===== src/rtl/mem_io_ctrl.sv =====
// ============================================================================
// mem_io_ctrl : SRAM / memory-mapped switch+hex controller, fixed-wait FSM
// Revision    : 1.0
// ============================================================================
`default_nettype none

module mem_io_ctrl #(
  parameter int          WAIT_CYCLES = 2,
  parameter logic [15:0] IO_ADDR     = 16'hFFFF
) (
  input  logic        Clk,
  input  logic        Reset,
  input  logic        MIO_EN,
  input  logic        R_W,
  input  logic [15:0] MAR,
  input  logic [15:0] MDR_out,
  output logic [15:0] Data_to_CPU,
  output logic        Data_valid,
  output logic        Busy,
  output logic [19:0] ADDR,
  output logic [15:0] Data_to_SRAM,
  input  logic [15:0] Data_from_SRAM,
  output logic        SRAM_OE,
  output logic        CE_N,
  output logic        OE_N,
  output logic        WE_N,
  output logic        UB_N,
  output logic        LB_N,
  input  logic [15:0] Switches,
  output logic [15:0] HEX_Data
);

  typedef enum logic [1:0] {
    S_IDLE    = 2'd0,
    S_ACCESS  = 2'd1,
    S_DONE    = 2'd2,
    S_RELEASE = 2'd3
  } state_t;

  localparam logic [3:0] C_CNT_LOAD = 4'(WAIT_CYCLES - 1);

  state_t      state_q, state_d;
  logic [3:0]  cnt_q, cnt_d;
  logic [15:0] mar_q, mar_d;
  logic [15:0] mdr_q, mdr_d;
  logic        rw_q, rw_d;
  logic [15:0] cpu_q, cpu_d;
  logic [15:0] hex_q, hex_d;

  logic w_is_io;
  logic w_sram_access;

  assign w_is_io       = (mar_q == IO_ADDR);
  assign w_sram_access = (state_q == S_ACCESS) && !w_is_io;

  always_ff @(posedge Clk or posedge Reset) begin
    if (Reset) begin
      state_q <= S_IDLE;
      cnt_q   <= 4'd0;
      mar_q   <= 16'h0000;
      mdr_q   <= 16'h0000;
      rw_q    <= 1'b0;
      cpu_q   <= 16'h0000;
      hex_q   <= 16'h0000;
    end else begin
      state_q <= state_d;
      cnt_q   <= cnt_d;
      mar_q   <= mar_d;
      mdr_q   <= mdr_d;
      rw_q    <= rw_d;
      cpu_q   <= cpu_d;
      hex_q   <= hex_d;
    end
  end

  always_comb begin
    state_d = state_q;
    cnt_d   = cnt_q;
    mar_d   = mar_q;
    mdr_d   = mdr_q;
    rw_d    = rw_q;
    cpu_d   = cpu_q;
    hex_d   = hex_q;
    case (state_q)
      S_IDLE: begin
        if (MIO_EN) begin
          mar_d   = MAR;
          mdr_d   = MDR_out;
          rw_d    = R_W;
          cnt_d   = C_CNT_LOAD;
          state_d = S_ACCESS;
        end
      end
      S_ACCESS: begin
        if (cnt_q == 4'd0) begin
          state_d = S_DONE;
          // Completion side effects land on the same edge that enters DONE
          if (rw_q) begin
            if (w_is_io) hex_d = mdr_q;
          end else begin
            cpu_d = w_is_io ? Switches : Data_from_SRAM;
          end
        end else begin
          cnt_d = cnt_q - 4'd1;
        end
      end
      S_DONE: begin
        state_d = MIO_EN ? S_RELEASE : S_IDLE;
      end
      S_RELEASE: begin
        if (!MIO_EN) state_d = S_IDLE;
      end
      default: state_d = S_IDLE;
    endcase
  end

  assign Busy         = (state_q == S_ACCESS) || (state_q == S_DONE);
  assign Data_valid   = (state_q == S_DONE);
  assign Data_to_CPU  = cpu_q;
  assign HEX_Data     = hex_q;
  assign ADDR         = {4'b0000, mar_q};
  assign Data_to_SRAM = mdr_q;

  assign CE_N    = ~w_sram_access;
  assign UB_N    = ~w_sram_access;
  assign LB_N    = ~w_sram_access;
  assign OE_N    = ~(w_sram_access & ~rw_q);
  assign WE_N    = ~(w_sram_access &  rw_q);
  assign SRAM_OE =   w_sram_access &  rw_q;

endmodule

`default_nettype wire


===== config.mk =====
export PLATFORM = sky130hd
export DESIGN_NAME = mem_io_ctrl
export DESIGN_NICKNAME = d
export VERILOG_FILES = /design/src/rtl/mem_io_ctrl.sv
export SDC_FILE = /design/constraint.sdc
export NUM_CORES = 1
export LEC_CHECK = 0
export ABC_AREA = 1
export CORE_ASPECT_RATIO = 0.6
export CORE_MARGIN = 1
export CORE_UTILIZATION = 47
export CTS_CLUSTER_DIAMETER = 30
export DETAILED_ROUTE_END_ITERATION = 10
export GPL_TIMING_DRIVEN = 0
export PLACE_DENSITY_LB_ADDON = 0.15
export SLEW_MARGIN = 20
export SYNTH_ARGS = -nofsm -noshare
export SYNTH_HDL_FRONTEND = slang
export SYNTH_SLANG_ARGS = --single-unit

===== constraint.sdc =====
create_clock -name Clk -period 3.2 [get_ports Clk]
set_clock_uncertainty 0.15 [all_clocks]
set_input_delay 0.32 -clock Clk [delete_from_list [all_inputs] [get_ports Clk]]
set_output_delay 0.32 -clock Clk [all_outputs]
set_load 0.05 [all_outputs]

* Word-level counts from Yosys, hierarchy flattened
Cells that the tools add are included.
** Operators by class
- $add $sub $neg :: 1
- Bitwise gates (word level) :: 6
- Reductions and logical operators :: 11
- Equality and inequality tests :: 8
- Mux-type cells :: 9
** Operator list (count)
- 16-bit == test, second input constant :: 1
- 16-bit two-way mux :: 1
- 3-bit AND reduction :: 3
- 2-bit two-way mux :: 4
- 4-bit two-way mux :: 2
- 2-bit one-hot mux with 4 select lines :: 1
- 4-bit one-hot mux with 2 select lines :: 1
- 2-bit inequality test, second input constant :: 3
- 2-bit == test, second input constant :: 2
- 4-bit logical NOT :: 1
- 1-bit NOT :: 4
- 4-bit AND reduction :: 1
- 4-bit by 1-bit subtractor with 4-bit output, second input constant :: 1
- 1-bit bitwise AND :: 2
- 2-bit by 1-bit == test with 1-bit output, second input constant :: 1
- 2-bit logical NOT :: 1
- 2-bit by 1-bit inequality test with 1-bit output, second input constant :: 1
- 2-bit AND reduction :: 1
- 2-bit nonzero test :: 1
- 1-bit logical AND :: 1
- 1-bit logical NOT :: 1
- 1-bit logical OR :: 1
** Word-level totals
- Output and inout port bits :: 76
- Input port bits :: 68
- Register bits after elaboration :: 71
- Word-level logic and storage cells :: 42

* Logic depth before layout (Yosys ltp)
Gate-level depths: netlist of run 1.
- Depth in word-level cells :: 5
- Gate-level depth with buffers :: 8
- Depth with buffers taken out :: 8

* Worst setup path before layout of run 1
Ideal clock, no wire load.
- Kind :: reg-to-output
- Start point :: register mar_q[1]
- End point :: output port WE_N
- Buffers on the path :: 0
- Cell stages (with the launch flop) :: 9
- Setup slack :: 0.116 ns
- Arrival time :: 2.614 ns
- Data required time :: 2.730 ns
- Path through :: dfrtp_1 > nand2_1 > nor2_2 > nand2_2 > nor2_4 > inv_2 > nand2_1 > nor2_1 > inv_1
** Between the ends
- Word-level cells in the longest chain between the ends :: 5
** Ends and longest elaborated chain
- start: declaration :: line 44 : logic [15:0] mar_q, mar_d;
- start signal: assignment :: line 68 : mar_q <= mar_d;
- 16-bit == test :: line 53 : assign w_is_io = (mar_q == IO_ADDR);
- 1-bit logical NOT :: line 54 : assign w_sram_access = (state_q == S_ACCESS) && !w_is_io;
- 1-bit logical AND :: line 54
- 1-bit bitwise AND
- named net SRAM_OE :: line 23 : output logic SRAM_OE,
- 1-bit NOT :: line 128 : assign WE_N = ~(w_sram_access & rw_q);
- end: declaration :: line 26 : output logic WE_N,
The timed path passes the listed nets, and every way through them passes these cells.

* Final worst setup path of run 1
- Start point :: register mar_q[2]
- End point :: output port WE_N
** Between the ends
- Word-level cells in the longest chain between the ends :: 5
** Ends and longest elaborated chain (line)
- 16-bit == test :: 53
- 1-bit logical NOT :: 54
- 1-bit logical AND :: 54
- 1-bit bitwise AND :: 128
- 1-bit NOT :: 128
Every way passes these cells.

==> results of run 1 <==
==> worst max-delay path, stage by stage (launching register included) <==
cell and delay (ps):
dfrtp_1 380, nand2_1 60, nor2_1 240, nand2_2 220, nor2_4 250, inv_2 50
nand2_1 110, nor2_1 70, inv_1 50, clkdlybuf4s50_1 790
==> per-stage QoR <==
stage | power (mW) | setup WS, ps | cell area [sq um]
floorplan | 3.612 | 115.8 | 3508
global placement | 4.583 | -249.6 | 5025
detailed placement | 4.654 | 539.9 | 5047
global route | 5.872 | 62.88 | 5339
finish | 5.608 | 185.0 | 5339
CTS | 5.650 | 176.9 | 5339
==> kinds of logic (layout without fill, tap and decap cells) <==
group                    Yosys count  count (layout)  synth area share
AO/OA/AOI/OAI                     24              24           0.04651
flip-flops                        71              71            0.5080
AND/OR/NAND/NOR                  162             162            0.2369
adder cells (fa/ha/maj)            7               7           0.02504
other                              1               4          0.001072
buffers and inverters             45             201           0.07943
multiplexers                      32              32            0.1030
==> synthesized netlist by cell type, drive strengths merged (2+ instances only) <==
| master | n | area share |
|---|---|---|
| inv | 27 | 0.030 |
| dfrtp | 71 | 0.51 |
| nor2 | 14 | 0.032 |
| o21ai | 3 | 0.0043 |
| a21oi | 4 | 0.0057 |
| buf | 16 | 0.043 |
| nand2 | 106 | 0.13 |
| mux2 | 32 | 0.10 |
| nand3 | 38 | 0.069 |
| ha | 7 | 0.025 |
| o21bai | 16 | 0.034 |
| nand4 | 2 | 0.0079 |
==> power by group through the flow <==
stage	Combinational (mW)	Clock, mW	Sequential, mW
floorplan	1.03	0	2.59
global placement	3.08	0	1.50
detailed placement	3.13	0	1.52
CTS	3.15	0.994	1.51
global route	3.28	1.03	1.56
finish	3.13	0.971	1.51
==> layer usage <==
layer | part of all wire | global-route usage
met2 | 0.46 | 0.3965
met1 | 0.45 | 0.3042
met3 | 0.076 | 0.08129
met5 | 0 | 0
met4 | 0.013 | 0.07566
==> layout make-up <==
class                      instances  area (sq um)  area share
sequential                        71          1777      0.3328
multi-input combinational        229          1454      0.2723
timing repair buffer             140          1411      0.2644
clock buffer                      11         232.7     0.04359
buffer                            17         153.9     0.02883
inverter                          28         126.4     0.02367
tap                              100         125.1     0.02344
clock inverter                     5         58.81     0.01101
==> registers in the layout (all words and copies together), names as in the netlist <==
register / count
Data_to_CPU: 16
HEX_Data: 16
Data_to_SRAM: 16
state_q: 2
mar_q: 16
cnt_q: 4
rw_q: 1
==> how the worst min path moves through the flow <==
stage / endpoint / depth (start not counted) / startpoint
after floorplan: cnt_q[1]$_DFFE_PP0P_ / 2 / cnt_q[1]$_DFFE_PP0P_
after global placement: HEX_Data[6]$_DFFE_PP0P_ / 2 / HEX_Data[6]$_DFFE_PP0P_
after detailed placement: HEX_Data[6]$_DFFE_PP0P_ / 2 / HEX_Data[6]$_DFFE_PP0P_
after CTS: mar_q[9]$_DFFE_PP0P_ / 2 / Reset
after global routing: mar_q[10]$_DFFE_PP0P_ / 2 / Reset
final: mar_q[9]$_DFFE_PP0P_ / 2 / Reset
==> impl_metrics.yaml, run 1 <==
run_status:
  outcome: "finished, final reports clean"
final_layout:
  final_common_cell: "clkdlybuf4s50_1"
  fin_util: 0.7698
  drive_gt1_frac: 0.1996
  areaGrowthSynthToFinish_pct: 52.67
  nNetsFinal: 571
  final_cell_mix: "clkdlybuf4s50_1, nand2_1, dfrtp_1"
  fin_cells: 601
  nFillCells: 482
  n_antenna_cell: 0
clocking:
  postCtsSetupRepairBufs: 0
  cts_hold_buffers: 0
  cts_sinks: 71
  h-tree-depth: 3
  insertion_delay_ps: 330
  clk_pin_slew_ps: 60
  numCtsBuffers: 9
  post_cts_resized: 0
  cts_root_buf: "clkbuf_16"
  cts_buffer_depth: 2
  cts_tree: "done"
power_and_ir_drop:
  p_int_mw: 2.988
  leakagePower_nw: 2.446
  vdd_drop_max_mv: 0.8571
  power_frac_clock: 0.173
  netSwitchingPower_mw: 2.619
  power_density_nw_per_um2: 1050
  swShare: 0.4671
  power_frac_comb: 0.558
  p_seq_frac: 0.269
yosys:
  synth_edf_count: 0
  ys.flop_type: "dfrtp_1"
  ys_seq_area_frac: 0.5081
  synth.lib_cells_used.distinct: 30
  ys.warnings.count: 0
  syn_area_per_cell_sq_um: 10.23
  synth_async_sr_flop_share: 1.000
  synth_area_sq_um: 3497
  synth_seq_cells: 71
  syn_inst: 342
drt:
  vias_per_cell: 4.852
  antenna_left: 0
  drt_iter0_markers: 121
  drc: 0
  wl_per_cell_um: 14.59
  num_vias: 2916
  routed_wirelength_mm: 8.770
  dr.pass1.iters: 5
worst_setup_path:
  reg2reg_from: "state_q[1]$_DFFE_PP0P_"
  crit_required_ps: 2730
  worst_ep_arrival_time_ps: 2540
  worstPathMaxFanout: 8
  r2r-end: "Data_to_CPU[9]$_DFFE_PP0P_"
  start_kind: "register"
  cp-end-kind: "output port"
  critPathKind: "register to output port"
  startpoint: "mar_q[2]$_DFFE_PP0P_"
  reg2reg_depth: 8
  endpoint: "WE_N"
  ff2ff_setup_slack_ps: 1160
sta:
  timing.setup.tns_ps: 0
  hold_ws_ps: 190.8
  setup_viol: 0
  finalMaxSlewViolations: 0
  tightest_slew_ps: 540.9
  max_freq_mhz: 331.7
  maxSlewHeadroom: 0.6382
  fin_crit_sh: 0.9422
  hold_violations: 0
  min_period_ps: 3015
  rsz0062_at_grt: "false"
worst_hold_path:
  hold_class: "input port to async pin"
die:
  design.die.area_sq_um: 7801
  core_area_sq_um: 6935
  initial_core_util: 0.5042
  rows: 23
  die_w_um: 113.4
  dieHeight_um: 68.82
  io_pins: 144
grt:
  grt_pass1_vias: 2877
  groute.usage.overall: 0.2402
  antenna_found_initial: 0
  grt_pass1_wl_mm: 14.00
  grt_max_degree: 44
  grt-ovfl-total: 0
place:
  dp.cells: 585
  hpwlAfterDp_mm: 6.597
  io_buffers: 139
  place_congestion: 0.8003
run:
  drv_cap: 0
(Power assumes the default switching activity.)
==> run 2: changes to the inputs <==
--- a/config.mk
+++ b/config.mk
@@ -8,7 +8,8 @@
 export ABC_AREA = 1
 export CORE_ASPECT_RATIO = 0.6
 export CORE_MARGIN = 1
-export CORE_UTILIZATION = 47
+export CORE_UTILIZATION = 48
+export CTS_BUF_LIST = sky130_fd_sc_hd__clkbuf_8
 export CTS_CLUSTER_DIAMETER = 30
 export DETAILED_ROUTE_END_ITERATION = 10
 export GPL_TIMING_DRIVEN = 0
==> run 2 against run 1 <==
  * Critical endpoint is now SRAM_OE
  * Routed wire length down 0.67%
  * Global-route usage up 0.24 points
  * Highest routed layer unchanged
  * Maximum frequency up 0.15%
  * Count of clock-buffer cells in the layout down 2
  * Design area down 1.8%
  * Worst hold slack worse by 7.9 ps
  * Cell count down 2.3%
  * The run now ends with design-rule violations left
==> impl_metrics.yaml, run 2 (synthesis gave the netlist of run 1 again) <==
sta:
  fin_crit_sh: 0.9407
  hold_violations: 0
  setup_viol: 0
  finalMaxSlewViolations: 0
  rsz0062_at_grt: "false"
  min_period_ps: 3010
  tightest_slew_ps: 542.6
  hold_ws_ps: 182.9
  maxSlewHeadroom: 0.6372
  max_freq_mhz: 332.2
clocking:
  cts_tree: "done"
  numCtsBuffers: 9
  h-tree-depth: 3
  cts_sinks: 71
  cts_buffer_depth: 2
  insertion_delay_ps: 350
  clk_pin_slew_ps: 80
  cts_root_buf: "clkbuf_8"
worst_setup_path:
  critPathMaxStageDelay_ps: 720
  reg2reg_from: "state_q[0]$_DFFE_PP0P_"
  crit_required_ps: 2730
  ff2ff_setup_slack_ps: 1180
  start_kind: "register"
  cp-end-kind: "output port"
  worst_ep_arrival_time_ps: 2540
  reg2reg_depth: 5
  r2r-end: "mar_q[13]$_DFFE_PP0P_"
  startpoint: "mar_q[10]$_DFFE_PP0P_"
  worstPathMaxFanout: 8
  critPathTopFamily: "simple AND/OR/NAND/NOR gates"
  critPathKind: "register to output port"
  worstPathCellList: "nand2_1 > nor2_1 > nand2_2 > nor2_4 > inv_2 > nand2_1 > nor2_1 > clkdlybuf4s50_1"
  crit_buf_inv: 2
  cpMaxStageDelayCell: "clkdlybuf4s50_1"
place:
  dp.cells: 572
  hpwlAfterDp_mm: 6.406
  io_buffers: 139
  place_congestion: 0.7911
grt:
  grt_max_degree: 46
  grt-ovfl-total: 0
  antenna_found_initial: 0
  groute.usage.overall: 0.2427
  grt_pass1_wl_mm: 14.03
  grt_pass1_vias: 2907
drt:
  met1_length_mm: 3.752
  vias_per_cell: 4.898
  dr.pass1.iters: 7
  routed_wirelength_mm: 8.711
  drt_iter0_markers: 96
  met3_length_um: 780
  antenna_left: 0
  drc: 9
  num_vias: 2875
  top_layer: "met4"
  met2_length_mm: 4.085
  wl_per_cell_um: 14.84
die:
  dieHeight_um: 68.12
  rows: 23
  design.die.area_sq_um: 7642
  initial_core_util: 0.5106
  io_pins: 144
  die_w_um: 112.2
  core_area_sq_um: 6849
final_layout:
  nFillCells: 501
  seqCellArea_sq_um: 1777
  fin_cells: 587
  fin_util: 0.7654
  areaGrowthSynthToFinish_pct: 49.91
  nNetsFinal: 571
  n_antenna_cell: 0
  final_cell_mix: "clkdlybuf4s50_1, nand2_1, dfrtp_1"
  drive_gt1_frac: 0.2020
  multiInputGateArea_sq_um: 1454
  final_common_cell: "clkdlybuf4s50_1"
power_and_ir_drop:
  swShare: 0.4874
  p_int_mw: 2.740
  vdd_drop_max_mv: 0.6990
  power_frac_clock: 0.135
  p_total_mw: 5.345
  power_frac_comb: 0.582
  netSwitchingPower_mw: 2.605
  leakagePower_nw: 2.425
  p_seq_frac: 0.283
  power_density_nw_per_um2: 1020
run_status:
  violations: "design-rule violations"
  outcome: "finished with violations"
run:
  drv_cap: 0
worst_hold_path:
  hold_class: "input port to async pin"
==> run 2: changes by cell type in the layout (fill, tap and decap cells not counted) <==
cell,previous run,this run
buf_12,3,2
clkdlybuf4s50_1,139,135
clkbuf_16,9,0
inv_6,1,3
clkinv_2,1,0
buf_16,0,1
clkbuf_8,0,9
clkbuf_1,3,1
clkinv_4,1,0
dlymetal6s2s_1,0,4
clkinvlp_4,2,3
==> run 2: routing by layer <==
| layer | up-vias | track usage |
|---|---|---|
| met3 | 11 | 0.09477 |
| met5 | - | 0 |
| li1 | 1410 | - |
| met2 | 95 | 0.4107 |
| met1 | 1359 | 0.2927 |
| met4 | 0 | 0.07333 |
==> run 2: power groups by stage <==
| stage | Clock [mW] | Sequential (mW) | Combinational (mW) |
|---|---|---|---|
| 2_1_floorplan | 0 | 2.59 | 1.03 |
| 3_3_place_gp | 0 | 1.50 | 3.07 |
| 3_5_place_dp | 0 | 1.53 | 3.12 |
| 4_1_cts | 0.735 | 1.51 | 3.13 |
| 5_1_grt | 0.765 | 1.56 | 3.27 |
| 6_report | 0.720 | 1.51 | 3.11 |
==> run 2: final cells by class <==
| cell class | instances | share of cell area |
|---|---|---|
| Multi-Input combinational cell | 229 | 0.2773 |
| Buffer | 17 | 0.02936 |
| Clock inverter | 6 | 0.01337 |
| Tap cell | 87 | 0.02076 |
| Timing Repair Buffer | 140 | 0.2726 |
| Sequential cell | 71 | 0.3389 |
| Clock buffer | 9 | 0.02363 |
| Inverter | 28 | 0.02410 |
==> run 2: metrics by stage <==
step | TNS, ps | setup slack [ps] | area (sq um)
CTS | 0 | 36.76 | 5233
floorplan | 0 | 115.8 | 3508
detailed placement | 0 | 441.8 | 5039
global route | 0 | 19.66 | 5243
finish | 0 | 189.7 | 5243
global placement | -19520 | -277.8 | 5009
==> run 2: worst register-to-register path: cells and delay by family, from the launching register on <==
kind / cells / cell delay (ps)
AND/OR/NAND/NOR: 1 / 270
adder cells (fa/ha/maj): 1 / 240
buffers and inverters: 2 / 450
flip-flops: 1 / 420
multiplexers: 1 / 380
==> run 2: repair_timing <==
item                       in CTS  in global routing
resized for setup               0                  4
setup endpoints to repair       0                  4
setup buffers                   0                  0
hold buffers                    0                  0
==> run 2: worst max-delay path by stage <==
stage	to	cells past startpoint
final	SRAM_OE	8
after global routing	SRAM_OE	8
after CTS	UB_N	8
after detailed placement	UB_N	8
after global placement	mar_q[4]$_DFFE_PP0P_	2
after floorplan	WE_N	8
==> run 3: changes to the inputs <==
--- a/config.mk
+++ b/config.mk
@@ -6,13 +6,14 @@
 export NUM_CORES = 1
 export LEC_CHECK = 0
 export ABC_AREA = 1
+export CELL_PAD_IN_SITES_DETAIL_PLACEMENT = 1
+export CELL_PAD_IN_SITES_GLOBAL_PLACEMENT = 1
 export CORE_ASPECT_RATIO = 0.6
 export CORE_MARGIN = 1
-export CORE_UTILIZATION = 48
+export CORE_UTILIZATION = 35
 export CTS_BUF_LIST = sky130_fd_sc_hd__clkbuf_8
 export CTS_CLUSTER_DIAMETER = 30
 export DETAILED_ROUTE_END_ITERATION = 10
-export GPL_TIMING_DRIVEN = 0
 export PLACE_DENSITY_LB_ADDON = 0.15
 export SLEW_MARGIN = 20
 export SYNTH_ARGS = -nofsm -noshare
==> run 3 against run 2 <==
  * The run now ends clean
  * Worst hold slack better by 140 ps
  * First-iteration DRC count is 23% higher
  * Global-route usage fell by 3.0 points
  * Utilization shrank 22 points
  * Combinational power barely moved
  * Maximum frequency is 1.8% higher
  * Worst setup slack gained 54 ps
  * Largest power group unchanged
  * Highest routed layer unchanged
==> impl_metrics.yaml, run 3 (synthesis gave the netlist of run 1 again) <==
clocking:
  insertion_delay_ps: 350
  cts_hold_buffers: 0
  post_cts_resized: 0
  cts_tree: "done"
  h-tree-depth: 3
  cts_root_buf: "clkbuf_8"
  cts_buffer_depth: 2
  cts_sinks: 71
  numCtsBuffers: 9
  postCtsSetupRepairBufs: 0
  clk_pin_slew_ps: 80
drt:
  wl_per_cell_um: 16.46
  drc: 0
  vias_per_cell: 4.663
  num_vias: 2882
  routed_wirelength_mm: 10.17
  antenna_left: 0
  drt_iter0_markers: 118
  dr.pass1.iters: 4
final_layout:
  drive_gt1_frac: 0.1926
  fin_area_sq_um: 5165
  n_antenna_cell: 0
  fin_util: 0.5480
  final_cell_mix: "clkdlybuf4s50_1, nand2_1, dfrtp_1"
  areaGrowthSynthToFinish_pct: 47.69
  nNetsFinal: 558
  final_common_cell: "clkdlybuf4s50_1"
worst_hold_path:
  hold_class: "register to register"
  hold-path-endpoint: "HEX_Data[9]$_DFFE_PP0P_"
  whs_path_depth: 2
  min-delay-start: "HEX_Data[9]$_DFFE_PP0P_"
grt:
  groute.usage.overall: 0.2125
  grt_pass1_vias: 3070
  grt_max_degree: 43
  grt_pass1_wl_mm: 16.35
  antenna_found_initial: 0
  grt-ovfl-total: 0
worst_setup_path:
  worstPathMaxFanout: 17
  critPathMaxStageDelay_ps: 710
  crit_required_ps: 2730
  cp-end-kind: "output port"
  reg2reg_depth: 7
  start_kind: "register"
  worst_ep_arrival_time_ps: 2490
  worstPathCellList: "nand2_1 > nor2_1 > nand2_2 > nor2_4 > inv_2 > nand2_1 > nor2_1 > clkdlybuf4s50_1"
  cpMaxStageDelayCell: "clkdlybuf4s50_1"
  reg2reg_from: "state_q[1]$_DFFE_PP0P_"
  crit_buf_inv: 2
  r2r-end: "HEX_Data[14]$_DFFE_PP0P_"
  critPathTopFamily: "simple AND/OR/NAND/NOR gates"
  ff2ff_setup_slack_ps: 1110
  critPathKind: "register to output port"
place:
  io_buffers: 139
  postPlaceCellArea_sq_um: 4936
  hpwlAfterDp_mm: 7.414
  place_congestion: 0.7574
sta:
  min_period_ps: 2956
  setup_viol: 0
  finalMaxSlewViolations: 0
  timing.setup.tns_ps: 0
  maxSlewHeadroom: 0.3854
  fin_crit_sh: 0.9238
  max_freq_mhz: 338.3
  tightest_slew_ps: 921.8
  rsz0062_at_grt: "false"
  hold_violations: 0
die:
  core_area_sq_um: 9425
  initial_core_util: 0.3710
  io_pins: 144
  die_w_um: 131.0
  design.die.area_sq_um: 10410
  dieHeight_um: 79.43
  rows: 27
run:
  drv_cap: 0
power_and_ir_drop:
  p_total_mw: 5.433
  vdd_drop_max_mv: 0.4783
  leakagePower_nw: 2.358
  power_density_nw_per_um2: 1052
run_status:
  outcome: "finished, final reports clean"
-- run 3: cell types whose count changed in the layout (fill, tap and decap cells not counted), sizes merged --
cell | previous run | this run
clkinvlp | 3 | 0
bufinv | 2 | 3
clkinv | 0 | 2
dlymetal6s2s | 4 | 0
buf | 17 | 9
-- run 3: worst max path at each step --
stage	from	end	slack [ps]	depth (start not counted)
2_1_floorplan	mar_q[1]$_DFFE_PP0P_	WE_N	120	8
6_report	mar_q[2]$_DFFE_PP0P_	SRAM_OE	240	8
5_1_grt	mar_q[2]$_DFFE_PP0P_	SRAM_OE	50	8
4_1_cts	mar_q[2]$_DFFE_PP0P_	SRAM_OE	190	8
3_5_place_dp	mar_q[2]$_DFFE_PP0P_	SRAM_OE	600	8
3_3_place_gp	mar_q[3]$_DFFE_PP0P_	OE_N	710	7
-- run 3: cell type report --
class	instances	area [sq um]
clock buffer	10	137.6
multi-input combinational	229	1454
timing repair buffer	144	1419
tap	130	162.7
clock inverter	6	91.34
sequential	71	1777
inverter	28	123.9
fill	1034	4260
-- run 3: stage by stage --
| stage | hold slack, ps | setup slack (ps) | cells |
|---|---|---|---|
| 6_report | 324.4 | 243.9 | 618 |
| 5_1_grt | 358.5 | 45.40 | 618 |
| 4_1_cts | 330.0 | 192.3 | 618 |
| 3_5_place_dp | 308.2 | 598.0 | 602 |
| 3_3_place_gp | 302.2 | 707.9 | 602 |
| 2_1_floorplan | 301.7 | 115.8 | 345 |
-- run 3: worst register-to-register path: cells and delay by family, from the launching register on --
| family | cells | cell delay (ps) |
|---|---|---|
| buffers and inverters | 1 | 140 |
| and+or+nand+nor | 5 | 910 |
| DFF | 1 | 420 |
| adders and majority gates | 1 | 350 |
-- run 3: power breakdown --
group	internal (mW)	switching, mW	total, mW
sequential	1.25	0.260	1.51
combinational	1.08	2.01	3.10
clock	0.466	0.361	0.827
-- run 3: per-layer routing --
metal / part of all wire / vias to the layer above / GRT usage / wire length, um
met5: 0 / - / 0 / 0
met4: 0.0030 / 0 / 0.05517 / 31
met3: 0.093 / 2 / 0.08579 / 949
met2: 0.46 / 90 / 0.3397 / 4650
met1: 0.45 / 1411 / 0.2662 / 4539
li1: - / 1379 / - / -
